File: src/rtl/inst_fetch.sv
// inst_fetch: program-counter and fetch-control stage of the 3BC processor.
//
// Sequences program execution through the IDLE -> RUN -> DONE states. It drives
// the instruction address into a combinational instruction memory. In RUN the
// PC is updated once per cycle with priority Halt > Stall > Jump > taken Branch
// > increment.
//
// Optional feature (macro INST_FETCH_BOUND_EN):
//   defined   - any RUN-state update that would wrap is suppressed. The PC holds,
//               Fault is raised and the state moves to DONE. An update wraps when
//               the PC increments from the top address, or when a relative branch
//               result falls outside 0..2**A_W-1. Jump never faults.
//   undefined - the PC wraps modulo 2**A_W and Fault stays 0.
//
// Ports:
//   Clk          in   system clock, rising edge
//   Reset        in   synchronous active-high reset, wins over everything
//   Start        in   begin program at StartAddr (accepted in IDLE/DONE only)
//   StartAddr    in   [A_W-1:0] PC loaded on accepted Start
//   Stall        in   hold PC this cycle
//   Jump         in   absolute jump request
//   Target       in   [A_W-1:0] absolute jump destination
//   Branch       in   relative branch instruction present
//   Taken        in   branch condition true
//   Offset       in   [OFF_W-1:0] signed branch displacement
//   Halt         in   current instruction ends the program
//   InstAddress  out  [A_W-1:0] current PC (registered)
//   Running      out  high in RUN (registered)
//   Done         out  high in DONE (registered)
//   Fault        out  bound-check fault flag
//   CycleCount   out  [CNT_W-1:0] RUN cycles for current program, saturating

module inst_fetch #(
    parameter int unsigned A_W   = 11,
    parameter int unsigned OFF_W = 8,
    parameter int unsigned CNT_W = 16
) (
    input  logic             Clk,
    input  logic             Reset,
    input  logic             Start,
    input  logic [A_W-1:0]   StartAddr,
    input  logic             Stall,
    input  logic             Jump,
    input  logic [A_W-1:0]   Target,
    input  logic             Branch,
    input  logic             Taken,
    input  logic [OFF_W-1:0] Offset,
    input  logic             Halt,
    output logic [A_W-1:0]   InstAddress,
    output logic             Running,
    output logic             Done,
    output logic             Fault,
    output logic [CNT_W-1:0] CycleCount
);

`ifdef INST_FETCH_BOUND_EN
    localparam bit BoundEn = 1'b1;
`else
    localparam bit BoundEn = 1'b0;
`endif

    localparam int unsigned EW = A_W + 2;

    typedef enum logic [1:0] {StIdle, StRun, StDone} state_t;
    state_t state;

    // Two guard bits above the PC. Bit A_W flags a carry past the top address.
    // Bit A_W+1 flags a negative branch result.
    logic [EW-1:0]    pc_ext;
    logic [EW-1:0]    off_ext;
    logic [EW-1:0]    inc_sum;
    logic [EW-1:0]    br_sum;
    logic             inc_fault;
    logic             br_fault;
    logic [CNT_W-1:0] cnt_next;

    always_comb begin
        pc_ext    = {2'b00, InstAddress};
        off_ext   = {{(EW - OFF_W){Offset[OFF_W-1]}}, Offset};
        inc_sum   = pc_ext + EW'(1);
        br_sum    = pc_ext + off_ext;
        inc_fault = BoundEn && inc_sum[A_W];
        br_fault  = BoundEn && (br_sum[EW-1] || br_sum[A_W]);
        cnt_next  = (&CycleCount) ? CycleCount : CycleCount + CNT_W'(1);
    end

    always_ff @(posedge Clk) begin
        if (Reset) begin
            state       <= StIdle;
            InstAddress <= '0;
            Running     <= 1'b0;
            Done        <= 1'b0;
            Fault       <= 1'b0;
            CycleCount  <= '0;
        end else begin
            unique case (state)
                StIdle, StDone: begin
                    if (Start) begin
                        state       <= StRun;
                        InstAddress <= StartAddr;
                        CycleCount  <= '0;
                        Running     <= 1'b1;
                        Done        <= 1'b0;
                        Fault       <= 1'b0;
                    end
                end
                StRun: begin
                    CycleCount <= cnt_next;
                    if (Halt) begin
                        state   <= StDone;
                        Running <= 1'b0;
                        Done    <= 1'b1;
                    end else if (Stall) begin
                        // PC holds
                    end else if (Jump) begin
                        InstAddress <= Target;
                    end else if (Branch && Taken) begin
                        if (br_fault) begin
                            state   <= StDone;
                            Running <= 1'b0;
                            Done    <= 1'b1;
                            Fault   <= 1'b1;
                        end else begin
                            InstAddress <= br_sum[A_W-1:0];
                        end
                    end else begin
                        if (inc_fault) begin
                            state   <= StDone;
                            Running <= 1'b0;
                            Done    <= 1'b1;
                            Fault   <= 1'b1;
                        end else begin
                            InstAddress <= inc_sum[A_W-1:0];
                        end
                    end
                end
                default: begin
                    state   <= StIdle;
                    Running <= 1'b0;
                    Done    <= 1'b0;
                end
            endcase
        end
    end

endmodule

File: config.mk
export PLATFORM = sky130hd
export DESIGN_NAME = inst_fetch
export DESIGN_NICKNAME = d
export VERILOG_FILES = /design/src/rtl/inst_fetch.sv
export SDC_FILE = /design/constraint.sdc
export NUM_CORES = 1
export LEC_CHECK = 0
export CAP_MARGIN = 30
export CORE_ASPECT_RATIO = 2
export CORE_UTILIZATION = 40
export DETAILED_ROUTE_END_ITERATION = 10
export PLACE_DENSITY = 0.69
export SYNTH_ARGS = -nofsm -noshare
export SYNTH_HDL_FRONTEND = slang
export SYNTH_SLANG_ARGS = --single-unit
File: constraint.sdc
create_clock -name Clk -period 2.6 [get_ports Clk]
set_input_delay 0.39 -clock Clk [delete_from_list [all_inputs] [get_ports Clk]]
set_output_delay 0.39 -clock Clk [all_outputs]
set_load 0.02 [all_outputs]
==> results.py, run 1 <==
metrics = {
    "placed_design": {
        "place_inst": 434,
        "port_buffers": 66,
        "place_congestion": 0.872,
        "dp_slack_ns": -0.00177,
        "dpl.hpwl_um": 5660,
        "dpl_cell_area_sq_mm": 0.00319,
    },
    "status": {
        "violations": "DRC",
        "status": "complete, but fails checks",
    },
    "floorplanning": {
        "core-area_sq_mm": 0.00596,
        "die_h_um": 113,
        "dieArea_sq_mm": 0.00645,
        "die_w_um": 57.3,
        "std_cell_rows": 40,
        "floorplan.initialDensity": 0.411,
        "io_pins": 68,
    },
    "synthesis": {
        "synthArstFlopShare": 0,
        "synth_most_common_cell": "nor2_1",
        "ys_seq_elements": 30,
        "syn-num-nets": 362,
        "yosys_most_used_dff": "dfxtp_1",
        "synth.cell_area_sq_mm": 0.00245,
        "ys_seq_area_frac": 0.245,
        "synth_top_area_frac": 0.245,
        "yosysWarnings": 0,
        "synth_cell_types": 68,
        "avgSynthCellArea_sq_um": 7.87,
        "yosys-top-cells-count": "nor2_1 (34), dfxtp_1 (30), nand2_1 (27)",
        "syn_inst": 311,
        "synth.area.top_cells": "dfxtp_1 (25%), ha_1 (6.1%), nor2_1 (5.2%)",
        "synth_top_area_cell": "dfxtp_1",
        "synth_edf_count": 0,
    },
    "clock_tree": {
        "clk_pin_slew_ns": 0.05,
        "htree_num_levels": 2,
        "numCtsBuffers": 5,
        "postCtsSetupBuffers": 0,
        "hold_buffers": 0,
        "cts_sinks": 30,
        "cts_tree": "built",
        "post_cts_resized": 0,
        "cts_buffer_depth": 2,
        "clock-root-buffer": "clkbuf_16",
        "clock_latency_ns": 0.28,
    },
    "global_routing": {
        "grt-ovfl-total": 0,
        "grt_max_degree": 20,
        "grt_pass1_wl_um": 12200,
        "antenna_found_initial": 0,
        "grtUsageTotal": 0.244,
        "grt_pass1_vias": 2621,
    },
    "drt": {
        "drt_iter0_drc": 149,
        "finalWirelength_um": 7350,
        "wl_per_cell_um": 16.6,
        "antenna_left": 0,
        "drc": 4,
        "vias": 2649,
        "vias_per_cell": 5.99,
        "firstDrtPassIters": 7,
    },
    "power": {
        "power.leakage_nw": 1.22,
        "p_per_area_mw_per_mm2": 489,
        "internal_power_mw": 1.15,
        "ir_drop_v": 0.000349,
        "p_sw_mw": 0.490,
        "clkPwrFrac": 0.410,
        "seq_power_share": 0.316,
        "swShare": 0.299,
        "comb_power_share": 0.274,
    },
    "timing": {
        "drv_slew": 0,
        "rsz0062_at_grt": "false",
        "setup_ws_ns": 0.304,
        "setup_viol": 0,
        "finalCritPeriodShare": 0.883,
        "fmax_ghz": 0.435,
        "worst_pin_slew_ns": 0.772,
        "hold_violations": 0,
        "fin_skew_ns": 0.00400,
        "slew_headroom": 0.481,
        "fin_crit_ns": 2.30,
    },
    "finish": {
        "stdcell_area_sq_mm": 0.00335,
        "n_fill_cell": 558,
        "layoutNonFillerInstCount": 442,
        "drive_above_1_share": 0.0712,
        "syn2layout_area_growth_pct": 36.9,
        "diodes": 0,
        "finalNetCount": 429,
    },
    "setup_path": {
        "worstPathRequired_ns": 2.75,
        "reg2reg_setup_slack_ns": 0.52,
        "cp-start-kind": "primary input",
        "cp_max_fo": 5,
        "cp-end-kind": "flip-flop",
        "crit_arrival_ns": 2.45,
        "worstSetupPathType": "in -> reg",
    },
    "min_path": {
        "hp-class": "reg -> reg",
    },
    "flow_run": {
        "maxCapViolCount": 0,
    },
}
-- power by group through the flow --
| stage | clock network (mW) | registers (mW) | logic (mW) |
|---|---|---|---|
| after global placement | 0 | 0.527 | 0.440 |
| final | 0.671 | 0.518 | 0.448 |
| after detailed placement | 0 | 0.527 | 0.445 |
| after floorplan | 0 | 0.548 | 0.247 |
| after global routing | 0.692 | 0.522 | 0.491 |
| after CTS | 0.674 | 0.518 | 0.448 |
-- logic make-up (layout without fill, tap and decap cells) --
logic type | count (synthesis) | count (layout) | synth area share
other cells | 1 | 1 | 0.00153
compound gates | 89 | 89 | 0.259
mux | 8 | 8 | 0.0343
simple gates | 124 | 124 | 0.271
xor+xnor | 22 | 22 | 0.0787
fa+ha+maj | 13 | 13 | 0.0695
flops | 30 | 30 | 0.245
buf+inv | 24 | 92 | 0.0404
-- final cells by class --
class	instances	area, sq um	area share
multi-input combinational	257	1750	0.522
timing repair buffer	74	721	0.215
sequential	30	601	0.179
clock buffer	5	125	0.0373
tap	63	78.8	0.0235
clock inverter	3	40.0	0.0119
inverter	10	37.5	0.0112
-- cells in the final DEF, fill, tap and decap left out, types with 3 or more instances in the layout --
| cell type | count |
|---|---|
| dfxtp_1 | 30 |
| nor2b_1 | 6 |
| buf_4 | 8 |
| mux2i_1 | 5 |
| o211ai_1 | 4 |
| nand3_1 | 10 |
| mux2_1 | 3 |
| inv_1 | 10 |
| nor2_1 | 34 |
| ha_1 | 12 |
| o21ai_1 | 8 |
| nand2b_1 | 6 |
| nand2_1 | 27 |
| a21o_1 | 4 |
| o21ai_0 | 11 |
| a311oi_1 | 4 |
| xor2_1 | 10 |
| nand4_1 | 3 |
| xnor2_1 | 12 |
| or4_1 | 3 |
| a211oi_1 | 10 |
| o31ai_1 | 3 |
| a21oi_1 | 15 |
| clkdlybuf4s50_1 | 66 |
| nor3_1 | 9 |
| clkbuf_16 | 5 |
| nor4_1 | 3 |
| nand3b_1 | 3 |
-- sequential cells by signal (all words and copies together) (netlist names) --
signal	cells
Running	1
state	1
InstAddress	11
Done	1
CycleCount	16
-- routing by layer --
metal  vias up  share of wire  global-route usage
li1       1292              -                   -
met1      1243           0.36               0.247
met2        90           0.57               0.458
met3        24          0.031              0.0288
met4         0          0.044               0.145
met5         -              0                   0
-- critical path, stage by stage --
cell             delay [ns]
clkdlybuf4s50_1        0.47
ha_1                   0.16
inv_1                  0.05
fa_1                   0.40
nor2b_1                0.17
o31a_1                 0.24
a211oi_1               0.07
a2111oi_0              0.39
a2111oi_1              0.09
-- final timing paths --
| check | start | endpoint | cells after the start |
|---|---|---|---|
| setup / recovery | Offset[0] | InstAddress[4] | 9 |
| hold / removal | CycleCount[15] | CycleCount[15] | 2 |
| setup reg to reg | InstAddress[0] | InstAddress[4] | 8 |
| hold reg to reg | CycleCount[15] | CycleCount[15] | 2 |
-- stage by stage --
stage               TNS (ns)  total power [mW]   util  hold WS [ns]
floorplan                  0             0.795      -         0.467
global placement           0             0.967  0.535         0.494
detailed placement  -0.00177             0.972  0.535         0.503
CTS                        0              1.64  0.563         0.511
global route               0              1.70  0.563         0.540
finish                     0              1.64  0.563         0.518
Power figures use the tool's default switching activity.
==> inputs of run 2 (changes only) <==
Settings changed: DONT_BUFFER_PORTS set to 1, PLACE_DENSITY 0.69 to unset.
Clock period 2.6 ns to 2.4 ns, I/O delays scaled along.
==> run 2 against run 1 <==
The run still ends with DRC left. Clock power is 3.9% lower. Power fell by 2.7%. Final area down 17%. Routed wire length grew 3.2%. Critical path depth shrank 1. Sequential share of layout area grew 3.6 points. Final cell count down 12%. Register-to-register slack got worse by 0.21 ns. Non-clock buffer count shrank 51. Utilization shrank 9.5 points. Via count fell by 6.9%. Largest power group unchanged.
==> results.py, run 2 (synthesis gave the netlist of run 1 again) <==
metrics = {
    "status": {
        "status": "complete, but fails checks",
        "violations": "DRC",
    },
    "setup_path": {
        "cp_max_fo": 5,
        "cp-start-kind": "flip-flop",
        "worstSetupPathType": "reg -> reg",
        "worstPathRequired_ns": 2.55,
        "crit_arrival_ns": 2.24,
        "cp-end-kind": "flip-flop",
    },
    "clock_tree": {
        "cts_tree": "built",
        "clock-root-buffer": "clkbuf_16",
        "clk_pin_slew_ns": 0.06,
        "postCtsSetupBuffers": 0,
        "cts_buffer_depth": 2,
        "numCtsBuffers": 5,
        "cts_sinks": 30,
        "htree_num_levels": 2,
        "post_cts_resized": 0,
        "hold_buffers": 0,
        "clock_latency_ns": 0.28,
    },
    "placed_design": {
        "place_inst": 383,
        "dp_slack_ns": 0.288,
        "place_congestion": 0.842,
        "dpl.hpwl_um": 5920,
        "port_buffers": 0,
    },
    "finish": {
        "largest-register": "CycleCount",
        "layout_common_cells": "nor2_1 (34), dfxtp_1 (30), nand2_1 (27)",
        "finalNetCount": 378,
        "largestRegisters": "CycleCount: 16 flops, InstAddress: 11 flops",
        "layoutNonFillerInstCount": 391,
        "diodes": 0,
        "multi_input_area_sq_mm": 0.00175,
        "n_fill_cell": 607,
        "drive_above_1_share": 0.125,
        "seq_area_sq_um": 601,
        "syn2layout_area_growth_pct": 13.8,
        "largest_reg_flops": 16,
        "final_common_cell": "nor2_1",
    },
    "global_routing": {
        "grt_pass1_wl_um": 12000,
        "antenna_found_initial": 0,
        "grt_pass1_vias": 2503,
        "grt-ovfl-total": 0,
        "grt_max_degree": 21,
        "grtUsageTotal": 0.248,
    },
    "timing": {
        "setup_ws_ns": 0.310,
        "totalNegativeSetupSlack_ns": 0,
        "fin_crit_ns": 2.09,
        "hold_violations": 0,
        "fmax_ghz": 0.478,
        "slew_headroom": 0.563,
        "fin_skew_ns": 0.00953,
        "worst_pin_slew_ns": 0.654,
        "drv_slew": 0,
        "finalCritPeriodShare": 0.871,
        "rsz0062_at_grt": "false",
        "setup_viol": 0,
    },
    "power": {
        "power.leakage_nw": 1.04,
        "ir_drop_v": 0.000281,
        "p_per_area_mw_per_mm2": 572,
    },
    "drt": {
        "finalWirelength_um": 7580,
        "wl_per_cell_um": 19.4,
        "firstDrtPassIters": 8,
        "vias": 2466,
        "antenna_left": 0,
        "drc": 5,
        "vias_per_cell": 6.31,
        "drt_iter0_drc": 135,
    },
    "floorplanning": {
        "std_cell_rows": 40,
        "core-area_sq_mm": 0.00596,
        "die_w_um": 57.3,
        "io_pins": 68,
        "die_h_um": 113,
        "dieArea_sq_mm": 0.00645,
        "floorplan.initialDensity": 0.411,
    },
    "min_path": {
        "hp-class": "in -> reg",
    },
    "flow_run": {
        "maxCapViolCount": 0,
    },
}
==> run 2: cell count changes in the layout (fill, tap and decap cells not counted), sizes merged <==
| cell | previous run | this run |
|---|---|---|
| buf | 8 | 23 |
| clkdlybuf4s50 | 66 | 0 |
| clkbuf | 5 | 7 |
| bufinv | 1 | 0 |
| clkinv | 2 | 1 |
==> run 2: layout make-up <==
class / instances / share of cell area
multi-input combinational: 257 / 0.628
sequential: 30 / 0.216
timing repair buffer: 23 / 0.0620
clock buffer: 7 / 0.0512
tap: 63 / 0.0283
inverter: 10 / 0.0135
clock inverter: 1 / 0.00180
==> run 2: power by group <==
group	internal, mW	switching (mW)
clock network	0.411	0.234
logic	0.159	0.235
registers	0.523	0.0297
==> run 2: through the flow <==
stage	hold WS (ns)	cell area, sq um	utilization	total power, mW
after floorplan	0.437	2450	-	0.861
after global placement	0.436	2640	0.443	0.951
after detailed placement	0.437	2640	0.443	0.953
after CTS	0.138	2790	0.468	1.60
after global routing	0.139	2790	0.468	1.67
final	0.140	2790	0.468	1.59
==> run 2: layer usage <==
layer	part of all wire	vias to the layer above	track usage	wire [um]
li1	-	1190	-	-
met1	0.35	1181	0.227	2620
met2	0.57	82	0.482	4350
met4	0.029	0	0.135	222
met5	0	-	0	0
met3	0.052	13	0.0518	397
==> run 2: final timing paths <==
check | startpoint | end | slack (ns) | cells past startpoint
max | InstAddress[0] | InstAddress[4] | 0.31 | 8
max reg2reg | InstAddress[0] | InstAddress[4] | 0.31 | 8
min reg2reg | InstAddress[1] | InstAddress[1] | 0.56 | 2
min | Reset | InstAddress[7] | 0.14 | 1
==> run 2: worst max-delay path: stages, from the launching register on <==
cell       delay, ns
dfxtp_1         0.32
ha_1            0.17
inv_1           0.05
fa_1            0.39
nor2b_1         0.18
o31a_1          0.25
a211oi_1        0.07
a2111oi_0       0.43
a2111oi_1       0.09
==> inputs of run 3 (changes only) <==
Settings changed: CTS_BUF_LIST set to sky130_fd_sc_hd__clkbuf_8.
==> run 3 against run 2 <==
Utilization decreased by 0.95 points. Maximum frequency decreased by 0.70%. Combinational power hardly changed. Clock skew is 0.0068 ns higher. Sequential power about the same. Highest routed layer unchanged. Final area is 2.0% lower. Clock power fell by 32%. Power down 13%. Hold slack worse by 0.015 ns. The run still ends with DRC left.
==> results.py, run 3 (synthesis gave the netlist of run 1 again) <==
metrics = {
    "status": {
        "status": "complete, but fails checks",
        "violations": "DRC",
    },
    "clock_tree": {
        "clk_pin_slew_ns": 0.07,
        "postCtsSetupBuffers": 0,
        "post_cts_resized": 0,
        "hold_buffers": 0,
        "htree_num_levels": 2,
        "clock_latency_ns": 0.29,
        "numCtsBuffers": 5,
        "cts_sinks": 30,
        "cts_tree": "built",
        "clock-root-buffer": "clkbuf_8",
        "cts_buffer_depth": 2,
    },
    "finish": {
        "final_core_util": 0.458,
        "largestRegisters": "CycleCount: 16 flops, InstAddress: 11 flops",
        "drive_above_1_share": 0.125,
        "n_fill_cell": 613,
        "layoutNonFillerInstCount": 391,
        "final_common_cell": "nor2_1",
        "syn2layout_area_growth_pct": 11.5,
        "largest_reg_flops": 16,
        "largest-register": "CycleCount",
        "layout_common_cells": "nor2_1 (34), dfxtp_1 (30), nand2_1 (27)",
        "diodes": 0,
        "finalNetCount": 378,
    },
    "power": {
        "power.leakage_nw": 1.02,
        "p_sw_mw": 0.476,
        "ir_drop_v": 0.000252,
        "p_per_area_mw_per_mm2": 507,
        "comb_power_share": 0.285,
        "clkPwrFrac": 0.317,
        "seq_power_share": 0.398,
        "internal_power_mw": 0.908,
        "swShare": 0.344,
    },
    "setup_path": {
        "cp-end-kind": "flip-flop",
        "reg2reg_setup_slack_ns": 0.30,
        "critical_path.cell_chain": "ha_1 > inv_1 > fa_1 > nor2b_1 > o31a_1 > a211oi_1 > a2111oi_0 > a2111oi_1",
        "cp-start-kind": "flip-flop",
        "worstSetupPathType": "reg -> reg",
        "cp_max_fo": 5,
        "slowest_stage": "a2111oi_0",
        "worstPathRequired_ns": 2.57,
        "crit_arrival_ns": 2.27,
        "critPathMaxStageDelay_ns": 0.43,
        "reg2reg_depth": 8,
    },
    "global_routing": {
        "grt_pass1_wl_um": 12000,
        "grtUsageTotal": 0.247,
        "grt_pass1_vias": 2503,
        "antenna_found_initial": 0,
        "grt_max_degree": 21,
        "grt-ovfl-total": 0,
    },
    "placed_design": {
        "place_inst": 383,
        "place_congestion": 0.842,
        "dpl.hpwl_um": 5920,
        "port_buffers": 0,
    },
    "timing": {
        "fin_skew_ns": 0.0164,
        "hold_violations": 0,
        "drv_slew": 0,
        "setup_viol": 0,
        "fmax_ghz": 0.475,
        "fin_crit_ns": 2.10,
        "slew_headroom": 0.556,
        "worst_pin_slew_ns": 0.664,
        "totalNegativeSetupSlack_ns": 0,
        "finalCritPeriodShare": 0.877,
        "rsz0062_at_grt": "false",
    },
    "drt": {
        "drc": 5,
        "drt_iter0_drc": 140,
        "firstDrtPassIters": 8,
        "vias_per_cell": 6.32,
        "wl_per_cell_um": 19.5,
        "vias": 2472,
        "finalWirelength_um": 7610,
        "antenna_left": 0,
    },
    "floorplanning": {
        "core-area_sq_mm": 0.00596,
        "std_cell_rows": 40,
        "floorplan.initialDensity": 0.411,
        "io_pins": 68,
        "die_w_um": 57.3,
        "dieArea_sq_mm": 0.00645,
        "die_h_um": 113,
    },
    "flow_run": {
        "maxCapViolCount": 0,
    },
    "min_path": {
        "holdPathStages": 1,
        "hp-class": "in -> reg",
    },
}
-- run 3: through the flow --
stage                     cell area [sq um]  hold WS, ns  total power, mW  setup slack, ns
after floorplan                        2450        0.437            0.861            0.288
after global placement                 2640        0.436            0.951            0.332
after detailed placement               2640        0.437            0.953            0.288
after CTS                              2730        0.118             1.40            0.314
after global routing                   2730        0.117             1.46            0.186
final                                  2730        0.125             1.38            0.295
-- run 3: cell type report --
type,instances,area [sq um],area share
well taps,63,78.8,0.0289
flip-flops and latches,30,601,0.220
clock inverters,2,8.76,0.00321
multi-input cells,257,1750,0.641
clock buffers,6,82.6,0.0303
repair buffers,23,173,0.0633
inverters,10,37.5,0.0138
-- run 3: worst max-delay path, delay by kind of cell (launching register included) --
kind | cells | cell delay [ns]
compound gates | 4 | 0.85
fa+ha+maj | 2 | 0.56
flops | 1 | 0.33
simple gates | 1 | 0.18
buf+inv | 1 | 0.05
-- run 3: power by group through the flow --
stage               Sequential, mW  Combinational (mW)  Clock, mW
floorplan                    0.593               0.268          0
global placement             0.563               0.388          0
detailed placement           0.563               0.390          0
CTS                          0.552               0.393      0.453
global route                 0.556               0.436      0.468
finish                       0.552               0.394      0.438
-- run 3: worst paths after layout --
path                  startpoint        endpoint
hold reg to reg   InstAddress[1]  InstAddress[1]
setup reg to reg  InstAddress[0]  InstAddress[4]
setup / recovery  InstAddress[0]  InstAddress[4]
hold / removal             Reset  InstAddress[7]
-- run 3: layer usage --
layer | track usage | part of all wire | vias up
li1 | - | - | 1183
met1 | 0.225 | 0.35 | 1189
met2 | 0.487 | 0.57 | 86
met3 | 0.0518 | 0.055 | 14
met4 | 0.125 | 0.027 | 0
met5 | 0 | 0 | -
